`src/rtl/alu_mul_seq.sv`:
```
// -----------------------------------------------------------------------------
// alu_mul_seq
//
// Multi-cycle 32x32 -> 64-bit multiply sequencer. It does not own an adder.
// Every add it needs is borrowed from the shared 32-bit ALU through a req/gnt
// handshake. Iterations that only shift never request the ALU. The HI/LO
// result words feed the register-file HI/LO path.
//
// The algorithm is classic right-shifting shift-add. {hi,lo} starts as
// {0, multiplier}. On each iteration, if lo[0] is set, the multiplicand is
// added into hi. The 65-bit {carry,hi,lo} is then shifted right by one. After
// ITER iterations {hi,lo} holds the product.
//
// Optional build macro: MUL_SIGNED_EN
//   When defined, this adds the signed_op input and the NEGA/NEGB/FIX states.
//   Negative operands are negated through the ALU (0 - x) before iterating.
//   The product is negated locally afterwards when the operand signs differ.
//   When undefined, all multiplies are unsigned.
//
// Ports:
//   clk         in   1   rising-edge clock
//   reset       in   1   asynchronous, active-high reset
//   start       in   1   request a multiply (sampled only while not busy)
//   signed_op   in   1   signed multiply request (MUL_SIGNED_EN builds only)
//   op_a        in  32   multiplicand, captured on accept
//   op_b        in  32   multiplier, captured on accept
//   busy        out  1   operation in progress
//   done        out  1   one-cycle pulse, hi/lo valid
//   hi          out 32   upper product word, held until next accept
//   lo          out 32   lower product word, held until next accept
//   alu_req     out  1   sequencer needs the ALU this cycle
//   alu_gnt     in   1   ALU granted this cycle, result consumed same cycle
//   alu_op      out  4   ALU opcode
//   alu_in1     out 32   ALU operand 1
//   alu_in2     out 32   ALU operand 2
//   alu_result  in  32   combinational ALU result
// -----------------------------------------------------------------------------
module alu_mul_seq #(
    parameter int         ITER       = 32,
`ifdef MUL_SIGNED_EN
    parameter logic [3:0] ALU_OP_SUB = 4'b0111,
`endif
    parameter logic [3:0] ALU_OP_ADD = 4'b0110
) (
    input  logic        clk,
    input  logic        reset,
    input  logic        start,
`ifdef MUL_SIGNED_EN
    input  logic        signed_op,
`endif
    input  logic [31:0] op_a,
    input  logic [31:0] op_b,
    output logic        busy,
    output logic        done,
    output logic [31:0] hi,
    output logic [31:0] lo,
    output logic        alu_req,
    input  logic        alu_gnt,
    output logic [3:0]  alu_op,
    output logic [31:0] alu_in1,
    output logic [31:0] alu_in2,
    input  logic [31:0] alu_result
);

    localparam int              CW   = (ITER > 1) ? $clog2(ITER) : 1;
    localparam logic [CW-1:0]   LAST = CW'(ITER - 1);

    localparam logic [2:0] S_IDLE = 3'd0;
    localparam logic [2:0] S_ITER = 3'd1;
    localparam logic [2:0] S_DONE = 3'd2;
`ifdef MUL_SIGNED_EN
    localparam logic [2:0] S_NEGA = 3'd3;
    localparam logic [2:0] S_NEGB = 3'd4;
    localparam logic [2:0] S_FIX  = 3'd5;
`endif

    // Architectural state
    logic [2:0]    state_q, state_d;
    logic          busy_q,  busy_d;
    logic          done_q,  done_d;
    logic [31:0]   hi_q,    hi_d;
    logic [31:0]   lo_q,    lo_d;
    logic [31:0]   mcand_q, mcand_d;
    logic [CW-1:0] count_q, count_d;
`ifdef MUL_SIGNED_EN
    // Remember which operands were negated, so that the product sign can be
    // restored after the unsigned core finishes.
    logic          a_neg_q, a_neg_d;
    logic          b_neg_q, b_neg_d;
`endif

    // Combinational helpers
    logic          step;
    logic          carry;
    logic          req_c;
    logic [3:0]    op_c;
    logic [31:0]   in1_c;
    logic [31:0]   in2_c;
`ifdef MUL_SIGNED_EN
    logic [63:0]   neg_prod;
    assign neg_prod = ~{hi_q, lo_q} + 64'd1;
`endif

    // -------------------------------------------------------------------------
    // Next-state and ALU drive
    // -------------------------------------------------------------------------
    always_comb begin
        state_d = state_q;
        busy_d  = busy_q;
        done_d  = 1'b0;
        hi_d    = hi_q;
        lo_d    = lo_q;
        mcand_d = mcand_q;
        count_d = count_q;
`ifdef MUL_SIGNED_EN
        a_neg_d = a_neg_q;
        b_neg_d = b_neg_q;
`endif
        step    = 1'b0;
        carry   = 1'b0;
        // The ALU inputs stay at a quiet add of zeros whenever the sequencer
        // does not own the ALU.
        req_c   = 1'b0;
        op_c    = ALU_OP_ADD;
        in1_c   = 32'd0;
        in2_c   = 32'd0;

        case (state_q)
            S_IDLE, S_DONE: begin
                // DONE accepts a new start so that multiplies can run
                // back-to-back. Otherwise it falls through to IDLE.
                state_d = S_IDLE;
                if (start) begin
                    mcand_d = op_a;
                    hi_d    = 32'd0;
                    lo_d    = op_b;
                    count_d = '0;
                    busy_d  = 1'b1;
`ifdef MUL_SIGNED_EN
                    a_neg_d = signed_op & op_a[31];
                    b_neg_d = signed_op & op_b[31];
                    if (signed_op & op_a[31]) begin
                        state_d = S_NEGA;
                    end else if (signed_op & op_b[31]) begin
                        state_d = S_NEGB;
                    end else begin
                        state_d = S_ITER;
                    end
`else
                    state_d = S_ITER;
`endif
                end
            end

`ifdef MUL_SIGNED_EN
            S_NEGA: begin
                req_c = 1'b1;
                op_c  = ALU_OP_SUB;
                in2_c = mcand_q;
                if (alu_gnt) begin
                    mcand_d = alu_result;
                    state_d = b_neg_q ? S_NEGB : S_ITER;
                end
            end

            S_NEGB: begin
                req_c = 1'b1;
                op_c  = ALU_OP_SUB;
                in2_c = lo_q;
                if (alu_gnt) begin
                    lo_d    = alu_result;
                    state_d = S_ITER;
                end
            end

            S_FIX: begin
                // Local two's-complement of the 64-bit magnitude. The ALU is
                // only 32 bits wide, so it cannot do this step.
                hi_d    = neg_prod[63:32];
                lo_d    = neg_prod[31:0];
                done_d  = 1'b1;
                busy_d  = 1'b0;
                state_d = S_DONE;
            end
`endif

            S_ITER: begin
                if (lo_q[0]) begin
                    req_c = 1'b1;
                    in1_c = hi_q;
                    in2_c = mcand_q;
                    // Without a grant, every register holds and the request
                    // stays up.
                    if (alu_gnt) begin
                        // The ALU returns only 32 bits. The carry out of
                        // hi + mcand is recovered by the unsigned wrap test.
                        carry = (alu_result < hi_q);
                        hi_d  = {carry, alu_result[31:1]};
                        lo_d  = {alu_result[0], lo_q[31:1]};
                        step  = 1'b1;
                    end
                end else begin
                    hi_d = {1'b0, hi_q[31:1]};
                    lo_d = {hi_q[0], lo_q[31:1]};
                    step = 1'b1;
                end

                if (step) begin
                    count_d = count_q + 1'b1;
                    if (count_q == LAST) begin
`ifdef MUL_SIGNED_EN
                        if (a_neg_q ^ b_neg_q) begin
                            state_d = S_FIX;
                        end else begin
                            state_d = S_DONE;
                            done_d  = 1'b1;
                            busy_d  = 1'b0;
                        end
`else
                        state_d = S_DONE;
                        done_d  = 1'b1;
                        busy_d  = 1'b0;
`endif
                    end
                end
            end

            default: begin
                state_d = S_IDLE;
                busy_d  = 1'b0;
            end
        endcase
    end

    // -------------------------------------------------------------------------
    // State registers
    // -------------------------------------------------------------------------
    always_ff @(posedge clk or posedge reset) begin
        if (reset) begin
            state_q <= S_IDLE;
            busy_q  <= 1'b0;
            done_q  <= 1'b0;
            hi_q    <= 32'd0;
            lo_q    <= 32'd0;
            mcand_q <= 32'd0;
            count_q <= '0;
`ifdef MUL_SIGNED_EN
            a_neg_q <= 1'b0;
            b_neg_q <= 1'b0;
`endif
        end else begin
            state_q <= state_d;
            busy_q  <= busy_d;
            done_q  <= done_d;
            hi_q    <= hi_d;
            lo_q    <= lo_d;
            mcand_q <= mcand_d;
            count_q <= count_d;
`ifdef MUL_SIGNED_EN
            a_neg_q <= a_neg_d;
            b_neg_q <= b_neg_d;
`endif
        end
    end

    assign busy    = busy_q;
    assign done    = done_q;
    assign hi      = hi_q;
    assign lo      = lo_q;
    assign alu_req = req_c;
    assign alu_op  = op_c;
    assign alu_in1 = in1_c;
    assign alu_in2 = in2_c;

endmodule

```
`config.mk`:
```
export PLATFORM = sky130hd
export DESIGN_NAME = alu_mul_seq
export DESIGN_NICKNAME = d
export VERILOG_FILES = /design/src/rtl/alu_mul_seq.sv
export SDC_FILE = /design/constraint.sdc
export NUM_CORES = 1
export LEC_CHECK = 0
export CAP_MARGIN = 20
export CORE_ASPECT_RATIO = 1.75
export CORE_UTILIZATION = 23
export DETAILED_ROUTE_END_ITERATION = 8
export PLACE_DENSITY = 0.45
export SKIP_LAST_GASP = 1
export SYNTH_ARGS = -nofsm -noshare
export SYNTH_HDL_FRONTEND = slang
export SYNTH_SLANG_ARGS = --single-unit
```
`constraint.sdc`:
```
create_clock -name clk -period 4.2 [get_ports clk]
set_input_delay 0.63 -clock clk [delete_from_list [all_inputs] [get_ports clk]]
set_output_delay 0.63 -clock clk [all_outputs]
set_load 0.02 [all_outputs]
```
# After elaboration in Yosys (flattened, before gate mapping)
# Index checks and enable logic that the tools add are counted.
# word_totals
regBits,106
latchBits,0
ram_bits,0
mem_bits_ro,0
input_bits,100
out_inout_bits,135
mem_count,0
# classes
add_sub_neg,1
multipliers,0
div_mod_pow,0
magnitude_cmp,1
n_eq_ne,7
shifts,0
n_mux,31
bitwise_logic,0
n_reduce_logical,9
# ops
op,n
$mux 32,10
$pmux 32 s2,2
$lt 32x32->1,1
$mux 1,12
$mux 5,2
$pmux 5 s2,1
$reduce_and 3->1,3
$mux 3,2
$ne 2x2->1 const B,3
$pmux 3 s2,1
$reduce_and 2->1,3
$add 5x1->5 const B,1
$eq 5x5->1 const B,1
$eq 3x1->1 const B,1
$eq 3x2->1 const B,1
$logic_not 3->1,1
$ne 3x3->1 const B,1
$pmux 1 s2,1
$reduce_bool 2->1,1
$reduce_or 2->1,1

# Longest topological paths before layout
# Gate-level depths: netlist of the first run.
# logic_depth
depth_word,5
depth_mapped,8
mapped_depth_nobuf,7

# Worst setup path after synthesis of the first run
# No wires, ideal clock.
# synth_path
path_kind,flip-flop to output port
from,register lo_q[0] (netlist: lo[0])
to,output port alu_in1[22]
t_arrival_ps,1397
required_ps,3570
setup_slack_ps,2173
stages_incl_launch_ff,5
path_cell_list,dfrtp_1 -> buf_2 -> buf_2 -> clkbuf_1 -> and3_1
# synth_between
elab_chain_cells,2
# synth_rtl
element,line,source
from (decl),82,"logic [31:0] lo_q, lo_d;"
from (signal assigned),256,lo_q <= lo_d;
$mux 32,188,if (lo_q[0]) begin
$mux 32,128,case (state_q)
to (decl),60,"output logic [31:0] alu_in1,"
# Every way passes these cells.

# Worst setup path in the final report of the first run
# layout_path
from,register lo_q[0] (netlist: lo[0])
to,output port alu_in2[9]
# layout_between
elab_chain_cells,2
# layout_rtl
element,line,source
$mux 32,188,
$mux 32,128,
to (decl),61,"output logic [31:0] alu_in2,"
# Every way passes these cells.

==> results of run 1 <==
## kinds of logic (layout without fill, tap and decap cells)
family,count (synthesis),after routing,synth area share
adders and majority gates,33,33,0.0707
buffers and inverters,84,288,0.0626
and+or+nand+nor,305,305,0.240
xor gates and xnor gates,2,2,0.00300
DFF,105,105,0.450
AOI/OAI and AO/OA,93,93,0.117
muxes,32,32,0.0548
other,2,5,0.00129
## registers in the layout, summed over array words and instances (netlist names)
signal	flops
hi	32
state_q	2
done	1
lo	32
mcand_q	32
count_q	5
busy	1
## cell usage after synthesis, drive strengths merged, types with 2 or more instances
cell type	n	area share
a211oi	2	0.0026
a21oi	10	0.0086
a221o	2	0.0034
a221oi	2	0.0030
a22oi	30	0.039
and2	2	0.0021
and2b	2	0.0026
and3	65	0.070
and4	3	0.0045
buf	28	0.027
clkbuf	23	0.015
conb	2	0.0013
dfrtp	105	0.45
ha	33	0.071
inv	33	0.021
mux2i	32	0.055
nand2	199	0.13
nand2b	5	0.0054
nand3	12	0.010
nand4	3	0.0032
nor2	9	0.0099
nor3	3	0.0026
o2111ai	2	0.0030
o211ai	2	0.0026
o21a	2	0.0026
o21ai	14	0.012
o31ai	23	0.035
xor2	2	0.0030
## power by group through the flow
stage	Sequential, µW	Combinational [µW]	Clock, µW
floorplan	2120	1960	0
global placement	2050	3700	0
detailed placement	2040	3730	0
CTS	2030	3730	873
global route	2100	4030	908
finish	2010	3650	825
## worst max-delay path by stage
stage	start	end	slack, ns
2_1_floorplan	reset	busy	0.81
3_3_place_gp	alu_gnt	hi[20]	1.33
3_5_place_dp	alu_gnt	hi[20]	1.27
4_1_cts	lo[0]	alu_in2[6]	0.99
5_1_grt	lo[0]	alu_in2[9]	0.89
6_report	lo[0]	alu_in2[9]	1.06
## layer usage
metal / vias to the layer above / wire [µm] / global-route usage
met5: - / 0 / 0
met4: 0 / 275 / 0.0526
met3: 12 / 971 / 0.0339
met2: 140 / 11100 / 0.299
met1: 2513 / 7560 / 0.172
li1: 2627 / - / -
## layout make-up
type                            count  area (µm²)  share of cell area
Antenna cell                        1        2.50            0.000288
Clock buffer                       10         239              0.0275
Clock inverter                      6        42.5             0.00489
Inverter                           33         126              0.0145
Multi-Input combinational cell    469        2870               0.330
Sequential cell                   105        2630               0.303
Tap cell                          312         390              0.0449
Timing Repair Buffer              239        2390               0.275
## tightest hold or removal path, delay by kind of cell (launching register included)
kind | cells | cell delay [ns]
simple gates | 2 | 0.10
flops | 1 | 0.34
## stage by stage
step / hold slack (ns) / setup slack (ns) / area, µm² / utilization
final: 0.467 / 1.06 / 8690 / 0.350
after global routing: 0.489 / 0.895 / 8690 / 0.350
after CTS: 0.475 / 0.989 / 8690 / 0.350
after detailed placement: 0.457 / 1.27 / 8410 / 0.339
after global placement: 0.450 / 1.33 / 8410 / 0.339
after floorplan: 0.437 / 0.809 / 5850 / -
==> reports/metrics.yaml, run 1 <==
status: "complete, no violations"
routed_wl_um: 19900
via_count: 5292
numPortBuffers: 230
drtAntennaViolNets: 0
critPathRequiredTime_ns: 3.57
syn_area_um2: 5840
holdPathEnd: "mcand_q[6]"
finClkSkew_ns: 0.00607
cts_tree: "yes"
setup_viol: 0
place_congestion: 0.732
synth_flop_cell: "dfrtp_1"
worstPathCellList: "buf_4 -> and3_1 -> clkdlybuf4s50_1"
synth.distinct_cells: 40
p_total_uw: 6490
share_clk_of_total_power: 0.127
swShare: 0.447
htree_levels: 3
drtIter0Drc: 206
grt-ovfl-total: 0
final_nets: 990
start_kind: "flop"
r2r_start: "lo[0]"
drive_gt1_frac: 0.0452
postCtsSetupBuffers: 0
rsz0062_at_grt: "no"
layout_commonest_cell: "clkdlybuf4s50_1"
clkLatencyLatePin_ns: 0.36
total_leakage_power_uw: 0.00409
ys_warn_count: 0
crit_arrival_ns: 2.51
grt_pass1_vias: 5536
drc: 0
via_per_inst: 4.50
grt_max_degree: 68
r2r-end: "hi[20]"
synthArstFlopShare: 1.00
tightest_slew_ns: 1.01
critPathBufInv: 2
antenna_found_initial: 1
rrSetupSlack_ns: 1.45
finalNonFillerCells: 1175
dp.final_hpwl_um: 14700
final_cell_mix: "230 x clkdlybuf4s50_1, 199 x nand2_1, 104 x dfrtp_1, 65 x and3_1, 33 x ha_1"
layout_min_cycle_time_ns: 3.14
report.final.slew_viol_count: 0
hold_depth: 2
ys_seq_area_frac: 0.450
switchingPower_uw: 2900
r2r_cells: 6
cts-buffers-inserted: 9
dpl.cell_count: 1158
dieWidth_um: 122
coreArea_um2: 24800
cpPeakStageDelay_ns: 0.94
seq_power_share: 0.310
root_buffer: "clkbuf_16"
critPathKind: "reg -> out"
hold_violations: 0
clk_transition_reported_paths_ns: 0.07
max_freq_ghz: 0.319
syn_inst: 656
cts_resized: 0
ir_worst_vdd_mv: 0.288
initial_core_util: 0.235
min_period_over_period: 0.747
power_density_nw_per_um2: 747
cts.sinks: 105
synth-seq-cells: 105
power.internal_uw: 3590
min-delay-start: "mcand_q[6]"
combPwrFrac: 0.563
fill_cells: 2583
dieArea_um2: 26100
cp.depth: 3
end_kind: "primary output"
wire_per_inst_um: 17.0
num_rows: 76
synth_edf_count: 0
postCtsHoldBufs: 0
cp_top_family: "buffers and inverters"
area_growth_pct: 48.8
cap_violations: 0
dr.pass1.iters: 4
avgSynthCellArea_um2: 8.90
crit_fanout: 67
fin_tns_setup_ns: 0
relSlewSlack: 0.328
hp-class: "reg -> reg"
clockBufferDepth: 2
grt_pass1_wl_um: 31300
grt_util_all_layers: 0.159
crit_slowest_cell: "dfrtp_4"
io-pin-count: 235
die_h_um: 213
(Power assumes the default switching activity.)
==> run 2, diff against run 1 <==
Settings changed: PLACE_DENSITY 0.45 to 0.47.
Clock period 4.2 ns to 2.6 ns, I/O delays scaled along.
==> run 2 against run 1 <==
Clock power is 100% higher; core utilization is 0.80 points higher; sequential power is 56% higher; critical path type unchanged; total power is 69% higher; sequential share of layout area is 0.67 points lower.
==> reports/metrics.yaml, run 2 (same netlist as run 1, synthesis figures left out) <==
antenna_found_initial: 1
cts.sinks: 105
via_count: 5357
tightest_slew_ns: 0.616
htree_levels: 3
numPortBuffers: 230
cts_tree: "yes"
clkLatencyLatePin_ns: 0.36
hp-class: "in -> async"
die_h_um: 213
final_nets: 1000
dr.pass1.iters: 4
power_density_nw_per_um2: 1230
wire_per_inst_um: 16.7
drc: 0
dp.final_hpwl_um: 14600
grt_util_all_layers: 0.155
grt_pass1_wl_um: 30300
share_clk_of_total_power: 0.150
grt-ovfl-total: 0
cap_violations: 0
clockBufferDepth: 2
max_freq_ghz: 0.405
rrSetupSlack_ns: 0.62
multi_input_area_um2: 2880
cts-buffers-inserted: 9
initial_core_util: 0.235
hold_violations: 0
power.internal_uw: 6230
crit_arrival_ns: 2.08
critPathKind: "reg -> out"
layout_commonest_cell: "clkdlybuf4s50_1"
combPwrFrac: 0.563
routed_wl_um: 19800
report.final.slew_viol_count: 0
final-seq-area_um2: 2630
switchingPower_uw: 4730
via_per_inst: 4.52
cpPeakStageDelay_ns: 0.63
rsz0062_at_grt: "no"
root_buffer: "clkbuf_16"
start_kind: "flop"
crit_fanout: 24
crit_slowest_cell: "clkdlybuf4s50_1"
setup_viol: 0
drtAntennaViolNets: 0
finClkSkew_ns: 0.00759
final_util: 0.358
pre_cts_ws_ns: 0.301
p_total_uw: 11000
ir_worst_vdd_mv: 0.546
area_growth_pct: 52.2
num_rows: 76
status: "complete, no violations"
drive_gt1_frac: 0.0550
grt_max_degree: 56
final_cell_mix: "230 x clkdlybuf4s50_1, 199 x nand2_1, 104 x dfrtp_1, 65 x and3_1, 33 x ha_1"
dieWidth_um: 122
total_leakage_power_uw: 0.00419
seq_power_share: 0.286
min_period_over_period: 0.950
relSlewSlack: 0.590
coreArea_um2: 24800
critPathRequiredTime_ns: 2.21
place_congestion: 0.777
dieArea_um2: 26100
grt_pass1_vias: 5346
clk_transition_reported_paths_ns: 0.07
end_kind: "primary output"
layout_min_cycle_time_ns: 2.47
fin_tns_setup_ns: 0
worstPathCellList: "and2b_4 -> buf_12 -> and3_1 -> clkdlybuf4s50_1"
postCtsHoldBufs: 0
fin_area_um2: 8890
place_area_um2: 8520
drtIter0Drc: 172
fill_cells: 2588
finalWorstSetupSlack_ns: 0.130
io-pin-count: 235
swShare: 0.432
[run 2: final timing paths]
kind                       cells past startpoint          to  startpoint
setup / recovery                               4  alu_in2[6]  state_q[0]
hold / removal                                 2       hi[5]       reset
setup reg to reg                               6  count_q[3]       lo[0]
hold reg to reg                                2  mcand_q[1]  mcand_q[1]
max in group asynchronous                      3       lo[0]       reset
min in group clk                               2  mcand_q[1]  mcand_q[1]
[run 2: timing repair]
| action | in CTS | in global routing |
|---|---|---|
| resized for setup | 1 | 0 |
| buffers inserted | 1 | 0 |
| setup endpoints to repair | 46 | 0 |
[run 2: routing by layer]
metal  global-route usage  routed length, µm  up-vias
met5                    0                  0        -
met2                0.292              11200      139
li1                     -                  -     2639
met4               0.0517                257        0
met1                0.168               7440     2564
met3               0.0326                936       15
[run 2: layout make-up]
type	count	area share
flip-flops and latches	105	0.296
multi-input cells	470	0.323
clock buffers	10	0.0269
inverters	33	0.0144
diodes	1	0.000281
clock inverters	6	0.0127
well taps	312	0.0439
repair buffers	248	0.283
[run 2: critical path, delay by kind of cell, from the launching register on]
| family | cells | cell delay (ns) |
|---|---|---|
| and+or+nand+nor | 2 | 0.44 |
| buffers and inverters | 2 | 0.80 |
| DFF | 1 | 0.48 |
[run 2: stage by stage]
stage,cells,hold WS [ns]
after global placement,1166,0.449
after floorplan,658,0.437
after global routing,1185,0.398
after detailed placement,1166,0.453
final,1185,0.381
after CTS,1184,0.382
[run 2: power by group through the flow]
stage | Sequential (µW) | Combinational, µW | Clock, µW
6_report | 3140 | 6170 | 1650
5_1_grt | 3270 | 6800 | 1780
4_1_cts | 3180 | 6300 | 1710
3_5_place_dp | 3190 | 6260 | 0
3_3_place_gp | 3190 | 6230 | 0
2_1_floorplan | 3420 | 3170 | 0
==> run 3, diff against run 2 <==
Settings changed: CORE_MARGIN set to 8.
==> run 3 against run 2 <==
Sequential share of layout area rose by 0.21 points; flip-flop and latch count stayed put; combinational power rose by 1%; cell count up 0.25%; total power is 1.7% lower; worst setup slack got worse by 0.021 ns; clock skew is 0.0033 ns lower; clock-buffer cell count up 4; maximum frequency shrank 0.84%; cell area shrank 0.72%.
==> reports/metrics.yaml, run 3 (same netlist as run 1, synthesis figures left out) <==
status: "complete, no violations"
final-seq-area_um2: 2630
dieArea_um2: 30900
die_h_um: 227
cts.sinks: 105
ir_worst_vdd_mv: 0.404
drive_gt1_frac: 0.0517
rsz0062_at_grt: "no"
total_leakage_power_uw: 0.00416
critPathKind: "reg -> out"
dieWidth_um: 136
htree_levels: 3
layout_min_cycle_time_ns: 2.49
multi_input_area_um2: 2870
grt_util_all_layers: 0.136
initial_core_util: 0.232
finalNonFillerCells: 1188
finClkSkew_ns: 0.00432
layout_commonest_cell: "clkdlybuf4s50_1"
crit_arrival_ns: 2.10
clockBufferDepth: 2
report.final.slew_viol_count: 0
place_congestion: 0.766
grt-ovfl-total: 0
cts-buffers-inserted: 9
setup_viol: 0
drc: 0
via_count: 5318
start_kind: "flop"
min_period_over_period: 0.958
routed_wl_um: 21200
wire_per_inst_um: 17.8
area_growth_pct: 51.1
p_total_uw: 10800
dpl.cell_count: 1170
end_kind: "primary output"
numPortBuffers: 230
critPathRequiredTime_ns: 2.21
final_cell_mix: "230 x clkdlybuf4s50_1, 199 x nand2_1, 104 x dfrtp_1, 65 x and3_1, 33 x ha_1"
cap_violations: 0
place_area_um2: 8510
postCtsHoldBufs: 0
power_density_nw_per_um2: 1220
io-pin-count: 235
fill_cells: 2620
clkLatencyLatePin_ns: 0.35
grt_max_degree: 52
hp-class: "in -> async"
dp.final_hpwl_um: 16100
fin_area_um2: 8830
num_rows: 77
final_nets: 998
hold_violations: 0
crit_fanout: 51
drtIter0Drc: 168
drtAntennaViolNets: 0
clk_transition_reported_paths_ns: 0.07
grt_pass1_wl_um: 32300
coreArea_um2: 25100
grt_pass1_vias: 5529
via_per_inst: 4.48
antenna_found_initial: 2
max_freq_ghz: 0.401
postCtsSetupBuffers: 0
root_buffer: "clkbuf_16"
cts_tree: "yes"
cts_resized: 0
dr.pass1.iters: 5
fin_tns_setup_ns: 0
==> run 3: through the flow <==
stage	utilization	worst slack, ns	hold WS [ns]
after global placement	0.339	0.362	0.449
after detailed placement	0.339	0.342	0.454
after global routing	0.351	0.00408	0.385
after CTS	0.351	0.0709	0.368
after floorplan	-	0.813	0.437
final	0.351	0.109	0.369
==> run 3: per-layer routing <==
| layer | track usage | up-vias | share of wire |
|---|---|---|---|
| met5 | 0 | - | 0 |
| met4 | 0.0488 | 0 | 0.019 |
| met3 | 0.0311 | 16 | 0.054 |
| met2 | 0.255 | 141 | 0.55 |
| met1 | 0.142 | 2525 | 0.38 |
| li1 | - | 2636 | - |
==> run 3: final timing paths <==
kind                                 start          end  slack (ns)  depth (start not counted)
worst max-delay path            state_q[0]  alu_in2[20]        0.11                          4
worst min-delay path                 reset        hi[4]        0.37                          2
worst max register to register      hi[14]       hi[31]        0.78                          7
worst min register to register  mcand_q[0]   mcand_q[0]        0.46                          2
max in group asynchronous            reset        lo[9]        1.54                          3
min in group clk                mcand_q[0]   mcand_q[0]        0.46                          2
==> run 3: layout make-up <==
cell class	instances	share of cell area
inverters	33	0.0145
clock buffers	14	0.0310
well taps	316	0.0448
repair buffers	247	0.282
multi-input cells	469	0.325
diodes	2	0.000567
clock inverters	2	0.00397
flip-flops and latches	105	0.298
==> run 3: report_power, final <==
group / internal [µW] / leakage [µW] / total (µW) / switching, µW
sequential: 2390 / 0.00131 / 3080 / 693
clock: 827 / 0.000153 / 1450 / 619
combinational: 2840 / 0.00269 / 6250 / 3400
==> run 3: critical path, cell delays in order, from the launching register on <==
cell	delay (ns)
dfrtp_1	0.44
and2b_2	0.21
buf_12	0.22
and3_1	0.18
clkdlybuf4s50_1	0.66
